`config.mk`:
```
export PLATFORM = sky130hd
export DESIGN_NAME = lane_mem_port_cntl
export DESIGN_NICKNAME = d
export VERILOG_FILES = /design/src/rtl/lane_mem_port_pkg.sv /design/src/rtl/mem_port_rd_fifo.sv /design/src/rtl/lane_mem_port_cntl.sv
export SDC_FILE = /design/constraint.sdc
export NUM_CORES = 1
export LEC_CHECK = 0
export CAP_MARGIN = 20
export CORE_UTILIZATION = 35
export DETAILED_ROUTE_END_ITERATION = 16
export GPL_TIMING_DRIVEN = 1
export PLACE_DENSITY = 0.69
export SLEW_MARGIN = 30
export SYNTH_ARGS = -nofsm -noshare
export SYNTH_HDL_FRONTEND = slang
export SYNTH_SLANG_ARGS = --single-unit
```
`constraint.sdc`:
```
create_clock -name clk -period 4.2 [get_ports clk]
set_input_delay 1.05 -clock clk [delete_from_list [all_inputs] [get_ports clk]]
set_output_delay 1.05 -clock clk [all_outputs]
set_load 0.03 [all_outputs]
```
`src/rtl/lane_mem_port_pkg.sv`:
```
// Shared types and sizing helpers for the per-lane memory port controller.
package lane_mem_port_pkg;

  typedef enum logic {
    PRI_WR = 1'b0,
    PRI_RD = 1'b1
  } mport_prio_e;

  localparam int MPORT_ADDR_W = 24;
  localparam int MPORT_DATA_W = 32;

  // Width needed to hold a count from 0 up to and including depth.
  function automatic int cnt_w(input int depth);
    return $clog2(depth + 1);
  endfunction

endpackage

```
`src/rtl/mem_port_rd_fifo.sv`:
```
// Synchronous read-return FIFO: registered head, no push-to-pop bypass.
module mem_port_rd_fifo
  import lane_mem_port_pkg::*;
#(
  parameter int DEPTH = 4,
  parameter int W     = 32
) (
  input  logic         clk,
  input  logic         reset_poweron,
  input  logic         push,
  input  logic [W-1:0] push_data,
  input  logic         pop,
  output logic [W-1:0] pop_data,
  output logic         empty,
  output logic         full
);

  localparam int PTR_W = (DEPTH > 1) ? $clog2(DEPTH) : 1;
  localparam int CNT_W = cnt_w(DEPTH);

  logic [W-1:0]     mem [DEPTH];
  logic [PTR_W-1:0] wr_ptr;
  logic [PTR_W-1:0] rd_ptr;
  logic [CNT_W-1:0] count;
  logic             do_push;
  logic             do_pop;

  function automatic logic [PTR_W-1:0] ptr_inc(input logic [PTR_W-1:0] p);
    return (p == PTR_W'(DEPTH - 1)) ? '0 : p + 1'b1;
  endfunction

  assign do_push  = push & ~full;
  assign do_pop   = pop & ~empty;
  assign empty    = (count == '0);
  assign full     = (count == CNT_W'(DEPTH));
  assign pop_data = mem[rd_ptr];

  // NOTE: storage is deliberately not reset; pointers/count define validity, and
  // leaving the array out of reset keeps it a plain register file/RAM.
  always_ff @(posedge clk) begin
    if (do_push) mem[wr_ptr] <= push_data;
  end

  // NOTE: all sequential state uses non-blocking assignments so every flop
  // samples pre-edge values regardless of process ordering.
  always_ff @(posedge clk or negedge reset_poweron) begin
    if (!reset_poweron) begin
      wr_ptr <= '0;
      rd_ptr <= '0;
      count  <= '0;
    end else begin
      if (do_push) wr_ptr <= ptr_inc(wr_ptr);
      if (do_pop)  rd_ptr <= ptr_inc(rd_ptr);
      case ({do_push, do_pop})
        2'b10:   count <= count + 1'b1;
        2'b01:   count <= count - 1'b1;
        default: count <= count;
      endcase
    end
  end

endmodule

```
`src/rtl/lane_mem_port_cntl.sv`:
```
// Per-lane memory port controller: write/read arbitration onto one single-port
// SRAM bank, read-tag pipe, credit counter and an in-order pausable return queue.
module lane_mem_port_cntl
  import lane_mem_port_pkg::*;
#(
  parameter int ADDR_W      = MPORT_ADDR_W,
  parameter int DATA_W      = MPORT_DATA_W,
  parameter int SRAM_RD_LAT = 1,
  parameter int RDQ_DEPTH   = 4
) (
  input  logic              clk,
  input  logic              reset_poweron,
  input  logic              dma__memc__write_valid,
  input  logic [ADDR_W-1:0] dma__memc__write_address,
  input  logic [DATA_W-1:0] dma__memc__write_data,
  output logic              memc__dma__write_ready,
  input  logic              dma__memc__read_valid,
  input  logic [ADDR_W-1:0] dma__memc__read_address,
  input  logic              dma__memc__read_pause,
  output logic              memc__dma__read_ready,
  output logic [DATA_W-1:0] memc__dma__read_data,
  output logic              memc__dma__read_data_valid,
  output logic              memc__sram__cs,
  output logic              memc__sram__we,
  output logic [ADDR_W-1:0] memc__sram__addr,
  output logic [DATA_W-1:0] memc__sram__wdata,
  input  logic [DATA_W-1:0] sram__memc__rdata
);

  localparam int CNT_W = cnt_w(RDQ_DEPTH);

  mport_prio_e            prio_q;
  mport_prio_e            prio_d;
  logic                   run_q;
  logic [CNT_W-1:0]       rd_cnt;
  logic                   credit_ok;
  logic                   contend;
  logic                   wr_acc;
  logic                   rd_acc;
  logic                   rd_issue;
  logic [SRAM_RD_LAT-1:0] tag_q;
  logic                   q_push;
  logic                   q_pop;
  logic                   q_empty;
  logic                   q_full;
  logic [DATA_W-1:0]      q_head;

  // run_q holds both readies low while reset is asserted and for the first
  // cycle after release, so every output is 0 during reset.
  assign credit_ok = (rd_cnt < CNT_W'(RDQ_DEPTH));

  assign memc__dma__write_ready = run_q &
      ~(dma__memc__read_valid & credit_ok & (prio_q == PRI_RD));
  assign memc__dma__read_ready  = run_q & credit_ok &
      ~(dma__memc__write_valid & (prio_q == PRI_WR));

  assign wr_acc  = dma__memc__write_valid & memc__dma__write_ready;
  assign rd_acc  = dma__memc__read_valid & memc__dma__read_ready;
  assign contend = run_q & dma__memc__write_valid & dma__memc__read_valid & credit_ok;

  // NOTE: every signal written here gets a default first so no latch is inferred.
  always_comb begin
    prio_d = prio_q;
    if (contend) prio_d = (prio_q == PRI_WR) ? PRI_RD : PRI_WR;
  end

  always_ff @(posedge clk or negedge reset_poweron) begin
    if (!reset_poweron) begin
      run_q  <= 1'b0;
      prio_q <= PRI_WR;
    end else begin
      run_q  <= 1'b1;
      prio_q <= prio_d;
    end
  end

  // Command stage: the accepted request drives the SRAM for exactly one cycle.
  always_ff @(posedge clk or negedge reset_poweron) begin
    if (!reset_poweron) begin
      memc__sram__cs    <= 1'b0;
      memc__sram__we    <= 1'b0;
      memc__sram__addr  <= '0;
      memc__sram__wdata <= '0;
    end else begin
      memc__sram__cs <= wr_acc | rd_acc;
      memc__sram__we <= wr_acc;
      if (wr_acc) begin
        memc__sram__addr  <= dma__memc__write_address;
        memc__sram__wdata <= dma__memc__write_data;
      end else if (rd_acc) begin
        memc__sram__addr  <= dma__memc__read_address;
      end
    end
  end

  // Tag pipe: the last stage lines up with sram__memc__rdata for the issued read.
  assign rd_issue = memc__sram__cs & ~memc__sram__we;

  always_ff @(posedge clk or negedge reset_poweron) begin
    if (!reset_poweron) begin
      tag_q <= '0;
    end else begin
      tag_q[0] <= rd_issue;
      for (int i = 1; i < SRAM_RD_LAT; i++) tag_q[i] <= tag_q[i-1];
    end
  end

  assign q_push = tag_q[SRAM_RD_LAT-1];
  assign q_pop  = memc__dma__read_data_valid;

  mem_port_rd_fifo #(
    .DEPTH (RDQ_DEPTH),
    .W     (DATA_W)
  ) u_rd_fifo (
    .clk           (clk),
    .reset_poweron (reset_poweron),
    .push          (q_push),
    .push_data     (sram__memc__rdata),
    .pop           (q_pop),
    .pop_data      (q_head),
    .empty         (q_empty),
    .full          (q_full)
  );

  assign memc__dma__read_data_valid = ~q_empty & ~dma__memc__read_pause;
  assign memc__dma__read_data       = q_empty ? '0 : q_head;

  // Credits cover reads in flight plus queued, so a landing read always has space.
  always_ff @(posedge clk or negedge reset_poweron) begin
    if (!reset_poweron) begin
      rd_cnt <= '0;
    end else begin
      case ({rd_acc, q_pop})
        2'b10:   rd_cnt <= rd_cnt + 1'b1;
        2'b01:   rd_cnt <= rd_cnt - 1'b1;
        default: rd_cnt <= rd_cnt;
      endcase
    end
  end

  always @(posedge clk) begin
    if (reset_poweron) begin
      a_cnt_ovf: assert (!(rd_acc && !q_pop && rd_cnt == CNT_W'(RDQ_DEPTH)));
      a_cnt_udf: assert (!(q_pop && !rd_acc && rd_cnt == '0));
      a_q_ovf:   assert (!(q_push && !q_pop && q_full));
    end
  end

endmodule

```
==> results of run 1 <==
-- critical path, cell delays in order, from the launching register on --
cell and delay (ps):
sky130_fd_sc_hd__dfrtp_1 790, sky130_fd_sc_hd__buf_4 350, sky130_fd_sc_hd__mux4_2 340, sky130_fd_sc_hd__nor2b_1 140
sky130_fd_sc_hd__clkdlybuf4s50_1 600
-- logic make-up after synthesis --
logic type | count (synthesis)
muxes | 70
DFF | 199
buffers and inverters | 72
and+or+nand+nor | 75
other | 1
xor gates and xnor gates | 7
adders and majority gates | 9
AOI/OAI and AO/OA | 75
-- Yosys cell counts (all sizes together) --
master	instances	area share
fa	2	0.0047
mux4	32	0.085
a221oi	24	0.025
nand2b	1	0.00074
a22oi	24	0.021
and3b	1	0.0010
nor2b	33	0.024
inv	38	0.017
mux2	36	0.061
nor2	8	0.0055
nand2	2	0.0012
buf	17	0.020
and3	24	0.018
a211oi	1	0.00089
a31oi	1	0.00074
edfxtp	128	0.46
xor2	4	0.0041
clkbuf	17	0.0076
mux2i	2	0.0024
and2	4	0.0030
o21ai	24	0.014
nand3b	1	0.00089
xnor2	3	0.0031
a21o	1	0.00089
ha	7	0.010
nor3	1	0.0012
conb	1	0.00044
dfrtp	71	0.21
-- flip-flops by register name, indices dropped and copies added (netlist names) --
signal             count
memc__sram__addr      24
memc__sram__cs         1
memc__sram__wdata     32
memc__sram__we         1
prio_q                 1
q_push                 1
rd_cnt                 3
run_q                  1
u_rd_fifo.count        3
u_rd_fifo.mem        128
u_rd_fifo.rd_ptr       2
u_rd_fifo.wr_ptr       2
-- stage by stage --
step,util,cell area [um2],worst slack [ps]
after floorplan,-,8450,1100
final,0.483,11400,510
after CTS,0.483,11400,427
after global routing,0.483,11400,359
after detailed placement,0.460,10800,592
after global placement,0.460,10800,599
-- cells in the final DEF (no fill, tap or decap), types with 3 or more instances in the layout --
cell type	n
sky130_fd_sc_hd__clkdlybuf4s50_1	208
sky130_fd_sc_hd__edfxtp_1	128
sky130_fd_sc_hd__dfrtp_1	70
sky130_fd_sc_hd__inv_1	36
sky130_fd_sc_hd__nor2b_1	33
sky130_fd_sc_hd__mux4_2	32
sky130_fd_sc_hd__mux2_4	29
sky130_fd_sc_hd__o21ai_0	24
sky130_fd_sc_hd__and3_1	24
sky130_fd_sc_hd__a221oi_1	24
sky130_fd_sc_hd__a22oi_1	24
sky130_fd_sc_hd__clkbuf_16	17
sky130_fd_sc_hd__buf_4	12
sky130_fd_sc_hd__nor2_1	7
sky130_fd_sc_hd__mux2_2	7
sky130_fd_sc_hd__ha_1	7
sky130_fd_sc_hd__inv_6	6
sky130_fd_sc_hd__and2_2	4
sky130_fd_sc_hd__xor2_1	4
sky130_fd_sc_hd__xnor2_1	3
-- power breakdown --
part | switching [mW] | internal [mW]
clock network | 0.747 | 0.772
registers | 0.231 | 2.47
logic | 1.65 | 1.49
-- cell type report --
class / count / area, um2 / area share
inverters: 38 / 143 / 0.0125
clock inverters: 15 / 114 / 0.0100
clock buffers: 17 / 425 / 0.0374
well taps: 319 / 399 / 0.0351
repair buffers: 222 / 2200 / 0.194
flip-flops and latches: 199 / 5620 / 0.495
multi-input cells: 237 / 2460 / 0.217
-- per-layer routing --
| layer | part of all wire | vias up | global-route usage |
|---|---|---|---|
| met5 | 0 | - | 0 |
| li1 | - | 2332 | - |
| met2 | 0.47 | 204 | 0.245 |
| met3 | 0.10 | 13 | 0.0644 |
| met1 | 0.42 | 2418 | 0.189 |
| met4 | 0.0089 | 0 | 0.0374 |
-- worst paths after layout --
kind,from,endpoint,slack [ps],cells past startpoint
setup / recovery,u_rd_fifo.rd_ptr[1],memc__dma__read_data[4],510,4
hold / removal,memc__sram__we,q_push,430,1
setup reg to reg,run_q,rd_cnt[2],1720,9
hold reg to reg,memc__sram__we,q_push,430,1
max in group asynchronous,reset_poweron,u_rd_fifo.rd_ptr[0],3070,1
min in group asynchronous,reset_poweron,memc__sram__addr[14],620,1
==> implementation parameters, run 1 <==
Parameter                              Value

Outcome
  Outcome ... completed

Worst setup path
  Required arrival time at the worst endpoint ... 3150 ps
  Element type at the critical path end ... output port
  Kind of critical path ... reg2out
  Worst Path Max Fanout ... 15
  Element type at the critical path start ... flop
  Worst path arrival time ... about 2600 ps

Logic synthesis
  Largest family of logic cells by synthesized area ... multiplexers
  Post-Synth XOR/XNOR Area ... 0.00726
  Post-synthesis net count ... about 630
  Post-synth cell types ... 35
  Post-synthesis area per instance ... 16.6 um2
  Yosys Warn Count ... 0
  Mapped cell area ... 8450 um2
  Complex-gate fraction of the synthesized area ... 0.0630
  Synth Area in Simple Gates ... 0.0557
  Sequential element share of the synthesized area ... 0.665
  Synthesis-stage register bit count ... roughly 200
  Arithmetic-cell share of the synthesized area counting full adders, half adders and majority gates ... 0.0151
  Multiplexer area fraction after synthesis ... 0.149
  Cells after Synth ... a little over 500

Pwr
  Power Total ... about 7.4 mW
  Worst IR drop on VDD ... 0.273 mV
  Ratio of total power to cell area ... 648 nW/um2
  Leak pwr ... between 4 and 5 nW

Layout
  Count of fill cells added during filler insertion ... 2,091
  Share of final-layout standard cells stronger than drive strength 1 ... 0.168
  P&R area growth vs syn ... 34.6%
  Final net count ... ~840
  Post-Layout Cell Count ... 1,047
  Inserted Diodes ... 0

Floorplan
  DIE AREA ... 24,800 um2
  Initial Util ... 0.359
  Die Y ... between 150 and 200 um
  Num ports ... 210
  Row cnt ... 56
  Total core area ... approximately 24,000 um2
  Die Width ... 157 um

STA
  Max-slew violations ... 0
  Post-Route Setup TNS ... 0 ps
  Setup repair after global routing missed its margin ... false
  Crit share post-route ... 0.879
  Hold WS ... between 400 and 500 ps
  Slew at the pin with the worst max-slew slack ... 943 ps
  Final setup violation count ... 0
  Final hold violations ... 0
  Final min period ... around 3700 ps
  Maximum clock rate ... 271 MHz
  Final setup skew ... 20.0 ps
  Max-Slew Margin vs Limit ... 0.369

Drt
  Total Wirelength ... 18.1 mm
  DRC errors left ... 0
  Vias ... slightly below 5,000
  First DRT Iteration DRCs ... approximately 210
  Drt pass-1 iters ... 4
  Number of nets with antenna violations after detailed routing ... 0
  Routed via count divided by cell count ... 4.74
  DR WL/cell ... 17.3 um

Clocking
  # hold bufs at CTS ... 0
  Cells resized by post-CTS repair ... 0
  Clock root buffer ... sky130_fd_sc_hd__clkbuf_16
  Clock-pin transition on the worst setup and hold timing paths ... 80 ps
  Clk sinks ... 199
  Setup repair bufs after CTS ... 0
  Clock tree from TritonCTS ... yes
  Max Buffers Root-to-Sink ... 2
  Number of buffers created by CTS ... 17
  Deepest level of the CTS H-tree ... 4
  Clock latency on the worst-skew pair ... 430 ps

Run
  Number of maximum-capacitance violations ... 0

Global route
  Tot GR Track Use ... 0.152
  Number of global-route vias before repair ... roughly 5,200
  Total congestion overflow after global routing ... 0
  Largest net degree at the start of global routing ... 72
  First-pass GRT wire length ... 28.2 mm
  Initial antenna violation count ... 0

Placed design
  Weighted congestion reported at the end of routability-driven placement ... 0.762
  Count of placed standard cells including taps ... 1,015
  Count of buffers from port buffering ... 209
  DP HPWL ... 11.8 mm

Worst hold path
  Hold WC Path Type ... reg2reg
(Power assumes the default switching activity.)
==> inputs of run 2 (changes only) <==
--- a/config.mk
+++ b/config.mk
@@ -9,6 +9,7 @@
 export CORE_UTILIZATION = 35
 export DETAILED_ROUTE_END_ITERATION = 16
 export GPL_TIMING_DRIVEN = 1
+export MAX_ROUTING_LAYER = met4
 export PLACE_DENSITY = 0.69
 export SLEW_MARGIN = 30
 export SYNTH_ARGS = -nofsm -noshare
==> implementation parameters, run 2 (synthesized netlist as in run 1, its figures left out) <==
Parameter                              Value

Outcome
  Outcome ... completed

Global route
  Total congestion overflow after global routing ... 0 (unchanged)
  First-pass GRT wire length ... 28.1 mm (-0.37%)
  Initial antenna violation count ... 0 (unchanged)
  Largest net degree at the start of global routing ... 72 (unchanged)
  Tot GR Track Use ... 0.157 (+0.00452)
  Number of global-route vias before repair ... 5,244 (+0.50%)

Layout
  Inserted Diodes ... 0 (unchanged)
  P&R area growth vs syn ... 34.7% (about the same)
  Number of flip-flops in the largest register ... 128 (unchanged)
  Final std cell area, no fill ... 11,400 um2 (about the same)
  Final net count ... 842 (+0.12%)
  Register name with the most flops ... u_rd_fifo.mem
  Highest-count cells in the layout ignoring fill and taps ... 208 x sky130_fd_sc_hd__clkdlybuf4s50_1, 128 x sky130_fd_sc_hd__edfxtp_1, 70 x sky130_fd_sc_hd__dfrtp_1
  Share of final-layout standard cells stronger than drive strength 1 ... 0.169 (+0.00114)
  Most common cell after layout, fill and taps aside ... sky130_fd_sc_hd__clkdlybuf4s50_1
  Registers with the most flip-flops ... u_rd_fifo.mem x128, memc__sram__wdata x32, memc__sram__addr x24

Pwr
  Ratio of total power to cell area ... 648 nW/um2 (about the same)
  Worst IR drop on VDD ... 0.271 mV (-0.78%)
  Leak pwr ... 4.32 nW (+0.14%)

STA
  Final min period ... 3690 ps (-1.63 ps)
  Post-Route Setup TNS ... 0 ps (unchanged)
  Final setup violation count ... 0 (unchanged)
  Max-Slew Margin vs Limit ... 0.399 (+0.0297)
  Least setup slack across all paths after layout ... 511 ps (+1.63 ps)
  Slew at the pin with the worst max-slew slack ... 901 ps (-41.7 ps)
  Final setup skew ... 11.9 ps (-8.02 ps)
  Crit share post-route ... 0.878 (about the same)
  Final hold violations ... 0 (unchanged)
  Setup repair after global routing missed its margin ... false
  Hold WS ... 439 ps (+8.92 ps)
  Max-slew violations ... 0 (unchanged)
  Maximum clock rate ... 271 MHz (about the same)

Worst setup path
  Delay of the slowest critical-path stage ... 780 ps (about the same)
  Family of cells with the greatest summed delay on the critical path ... buffers and inverters
  Required arrival time at the worst endpoint ... 3150 ps (about the same)
  Crit path max-delay cell type ... sky130_fd_sc_hd__dfrtp_1
  Cell chain of the critical path ... buf_4, mux4_2, nor2b_1, clkdlybuf4s50_1
  Worst path arrival time ... 2640 ps (about the same)
  Crit path buf inv count ... 2 (unchanged)
  Element type at the critical path start ... flop
  Worst Path Max Fanout ... 15 (unchanged)
  Kind of critical path ... reg2out
  Element type at the critical path end ... output port

Drt
  Drt pass-1 iters ... 4 (unchanged)
  Vias ... 4,996 (+0.58%)
  DR WL/cell ... 17.3 um (-0.12%)
  Total Wirelength ... 18.1 mm (about the same)
  Number of nets with antenna violations after detailed routing ... 0 (unchanged)
  Routed via count divided by cell count ... 4.77 (+0.49%)
  DRC errors left ... 0 (unchanged)
  First DRT Iteration DRCs ... 228 (+9.1%)

Clocking
  Clock tree from TritonCTS ... yes
  Setup repair bufs after CTS ... 0 (unchanged)
  # hold bufs at CTS ... 0 (unchanged)
  Clk sinks ... 199 (unchanged)
  Max Buffers Root-to-Sink ... 2 (unchanged)
  Clock-pin transition on the worst setup and hold timing paths ... 80 ps (about the same)
  Number of buffers created by CTS ... 17 (unchanged)
  Deepest level of the CTS H-tree ... 4 (unchanged)
  Clock latency on the worst-skew pair ... 420 ps (about the same)
  Cells resized by post-CTS repair ... 0 (unchanged)
  Clock root buffer ... sky130_fd_sc_hd__clkbuf_16

Run
  Number of maximum-capacitance violations ... 0 (unchanged)

Floorplan
  Row cnt ... 56 (unchanged)
  Initial Util ... 0.359 (unchanged)
  Num ports ... 210 (unchanged)
  DIE AREA ... 24,800 um2 (unchanged)
  Total core area ... 23,500 um2 (unchanged)
  Die Y ... 157 um (unchanged)
  Die Width ... 157 um (unchanged)

Placed design
  Count of buffers from port buffering ... 209 (unchanged)
  DP HPWL ... 11.8 mm (unchanged)
  Worst setup slack after placement ... 592 ps (unchanged)
  Post-Place Cell Area ... 10,800 um2 (unchanged)
  Weighted congestion reported at the end of routability-driven placement ... 0.772 (+1.3%)

Worst hold path
  Hold WC Path Type ... reg2reg
run 2: cell count changes in the layout (fill, tap and decap cells not counted):
cell and change:
sky130_fd_sc_hd__buf_6 +1
run 2: area by class of cell:
cell class,count,area (um2)
fill,2091,12200
clock inverter,15,114
clock buffer,17,425
sequential,199,5620
multi-input combinational,237,2460
tap,319,399
timing repair buffer,223,2210
inverter,38,143
run 2: through the flow:
step,cells,utilization,total power [mW]
2_1_floorplan,508,-,4.73
3_3_place_gp,1015,0.460,5.90
3_5_place_dp,1015,0.460,5.93
4_1_cts,1047,0.483,7.46
5_1_grt,1048,0.483,7.75
6_report,1048,0.483,7.37
run 2: routing by layer:
layer,up-vias,GRT usage,share of wire
met5,-,-,0
met4,0,0.0319,0.0073
met3,11,0.0564,0.094
met2,214,0.245,0.47
met1,2437,0.196,0.43
li1,2334,-,-
run 2: path summary, 6_finish.rpt:
check	start	end	slack, ps	cells after the start
worst max-delay path	u_rd_fifo.rd_ptr[1]	memc__dma__read_data[4]	510	4
worst min-delay path	memc__sram__we	q_push	440	1
worst max register to register	run_q	rd_cnt[2]	1710	9
worst min register to register	memc__sram__we	q_push	440	1
max in group asynchronous	reset_poweron	u_rd_fifo.rd_ptr[0]	3080	1
min in group asynchronous	reset_poweron	memc__sram__addr[14]	620	1
run 2: where the power goes:
part           internal, mW  switching, mW
combinational          1.50           1.66
clock                 0.772          0.740
sequential             2.47          0.231
total                  4.74           2.63
==> inputs of run 3 (changes only) <==
--- a/config.mk
+++ b/config.mk
@@ -8,9 +8,10 @@
 export CAP_MARGIN = 20
 export CORE_UTILIZATION = 35
 export DETAILED_ROUTE_END_ITERATION = 16
+export DONT_BUFFER_PORTS = 1
 export GPL_TIMING_DRIVEN = 1
 export MAX_ROUTING_LAYER = met4
-export PLACE_DENSITY = 0.69
+export PLACE_DENSITY = 0.58
 export SLEW_MARGIN = 30
 export SYNTH_ARGS = -nofsm -noshare
 export SYNTH_HDL_FRONTEND = slang
==> implementation parameters, run 3 (synthesized netlist as in run 1, its figures left out) <==
Parameter                              Value

Clocking
  Clock root buffer ... sky130_fd_sc_hd__clkbuf_16
  Setup repair bufs after CTS ... 0 (unchanged)
  Cells resized by post-CTS repair ... 0 (unchanged)
  Clock latency on the worst-skew pair ... 420 ps (about the same)
  Max Buffers Root-to-Sink ... 2 (unchanged)
  Deepest level of the CTS H-tree ... 4 (unchanged)
  Clock tree from TritonCTS ... yes
  Clock-pin transition on the worst setup and hold timing paths ... 80 ps (about the same)
  Clk sinks ... 199 (unchanged)
  Number of buffers created by CTS ... 17 (unchanged)
  # hold bufs at CTS ... 0 (unchanged)

Drt
  Drt pass-1 iters ... 5 (+1)
  DR WL/cell ... 20.7 um (+20%)
  First DRT Iteration DRCs ... 260 (+14%)
  Vias ... 4,332 (-13%)
  Number of nets with antenna violations after detailed routing ... 0 (unchanged)
  Total Wirelength ... 17.2 mm (-5.2%)
  DRC errors left ... 0 (unchanged)
  Routed via count divided by cell count ... 5.21 (+9.4%)

Global route
  Tot GR Track Use ... 0.147 (-0.0102)
  Total congestion overflow after global routing ... 0 (unchanged)
  Number of global-route vias before repair ... 4,666 (-11%)
  Initial antenna violation count ... 0 (unchanged)
  First-pass GRT wire length ... 25.9 mm (-7.9%)
  Largest net degree at the start of global routing ... 72 (unchanged)

Layout
  Final net count ... 625 (-26%)
  Number of flip-flops in the largest register ... 128 (unchanged)
  Most common cell after layout, fill and taps aside ... sky130_fd_sc_hd__edfxtp_1
  Highest-count cells in the layout ignoring fill and taps ... 128 x sky130_fd_sc_hd__edfxtp_1, 69 x sky130_fd_sc_hd__dfrtp_1, 36 x sky130_fd_sc_hd__inv_1
  Utilization after layout ... 0.393 (-0.0899)
  Inserted Diodes ... 0 (unchanged)
  Register name with the most flops ... u_rd_fifo.mem
  P&R area growth vs syn ... 9.64%
  Count of fill cells added during filler insertion ... 2,187 (+4.6%)
  Share of final-layout standard cells stronger than drive strength 1 ... 0.227 (+0.0578)
  Registers with the most flip-flops ... u_rd_fifo.mem x128, memc__sram__wdata x32, memc__sram__addr x24

Worst setup path
  Kind of critical path ... reg2out
  Element type at the critical path end ... output port
  Required arrival time at the worst endpoint ... 3150 ps (about the same)
  Worst Path Max Fanout ... 34 (+19)
  Element type at the critical path start ... flop
  Worst path arrival time ... 2290 ps (-350 ps)

Pwr
  Proportion of power drawn by flip-flops and latches ... 0.475 (+0.108)
  Clock group share of total power ... 0.237 (+0.032)
  Sw power ... 2.53 mW (-3.8%)
  Ratio of total power to cell area ... 706 nW/um2 (+9.1%)
  Worst IR drop on VDD ... 0.332 mV (+23%)
  Leak pwr ... 3.47 nW (-20%)
  Relative contribution of combinational cells to total power ... 0.288 (-0.140)
  Switching Share ... 0.387 (+0.0301)
  Internal power ... 4.01 mW (-15%)

Worst hold path
  Hold WC Path Type ... in2async

STA
  Final setup violation count ... 0 (unchanged)
  Max-slew violations ... 0 (unchanged)
  Slew at the pin with the worst max-slew slack ... 964 ps (+62.7 ps)
  Crit share post-route ... 0.796 (-0.0825)
  Setup repair after global routing missed its margin ... false
  Final min period ... 3340 ps (-347 ps)
  Post-Route Setup TNS ... 0 ps (unchanged)
  Max-Slew Margin vs Limit ... 0.357 (-0.0418)
  Final setup skew ... 10.6 ps (-1.29 ps)
  Final hold violations ... 0 (unchanged)
  Hold WS ... 313 ps (-126 ps)
  Maximum clock rate ... 299 MHz (+10%)

Floorplan
  Die Width ... 157 um (unchanged)
  Num ports ... 210 (unchanged)
  Total core area ... 23,500 um2 (unchanged)
  Row cnt ... 56 (unchanged)
  Initial Util ... 0.359 (unchanged)
  DIE AREA ... 24,800 um2 (unchanged)
  Die Y ... 157 um (unchanged)

Outcome
  Outcome ... completed

Placed design
  Count of buffers from port buffering ... 0 (-100%)
  Weighted congestion reported at the end of routability-driven placement ... 0.795 (+2.9%)
  DP HPWL ... 11.0 mm (-6.9%)

Run
  Number of maximum-capacitance violations ... 0 (unchanged)
[run 3: path summary, 6_finish.rpt]
kind	startpoint	to	slack, ps	cells after the start
min in group clk	rd_cnt[0]	rd_cnt[0]	490	1
max in group asynchronous	reset_poweron	u_rd_fifo.rd_ptr[1]	3770	0
hold reg to reg	rd_cnt[0]	rd_cnt[0]	490	1
setup reg to reg	run_q	rd_cnt[1]	1460	8
hold / removal	reset_poweron	memc__sram__addr[7]	310	0
setup / recovery	u_rd_fifo.rd_ptr[1]	memc__dma__read_data[21]	860	2
[run 3: cell type report]
cell class,count,area [um2],share of cell area
clock buffers,17,425,0.0459
clock inverters,15,139,0.0150
inverters,38,143,0.0154
multi-input cells,237,2460,0.266
flip-flops and latches,199,5620,0.607
well taps,319,399,0.0431
repair buffers,6,70.1,0.00757
[run 3: power groups by stage]
stage          Combinational (mW)  Clock [mW]  Sequential (mW)
6_report                     1.88        1.55             3.10
5_1_grt                      2.06        1.67             3.15
4_1_cts                      1.92        1.60             3.12
3_5_place_dp                 1.92           0             3.15
3_3_place_gp                 1.86           0             3.14
2_1_floorplan                1.75           0             2.98
[run 3: layer usage]
| layer | global-route usage | vias to the layer above | wire, um |
|---|---|---|---|
| li1 | - | 1901 | - |
| met2 | 0.236 | 210 | 8350 |
| met1 | 0.172 | 2207 | 7130 |
| met3 | 0.0490 | 14 | 1500 |
| met4 | 0.0481 | 0 | 193 |
| met5 | - | - | 0 |
[run 3: critical path: stages (launching register included)]
cell and delay (ps):
sky130_fd_sc_hd__dfrtp_2 960, sky130_fd_sc_hd__mux4_2 360, sky130_fd_sc_hd__nor2b_1 530
[run 3: through the flow]
step / power [mW] / setup slack [ps] / cell area, um2 / instances
2_1_floorplan: 4.73 / 1100 / 8450 / 508
3_3_place_gp: 5.00 / 1290 / 8680 / 798
3_5_place_dp: 5.07 / 1230 / 8680 / 798
4_1_cts: 6.64 / 764 / 9240 / 830
5_1_grt: 6.88 / 700 / 9260 / 831
6_report: 6.54 / 858 / 9260 / 831
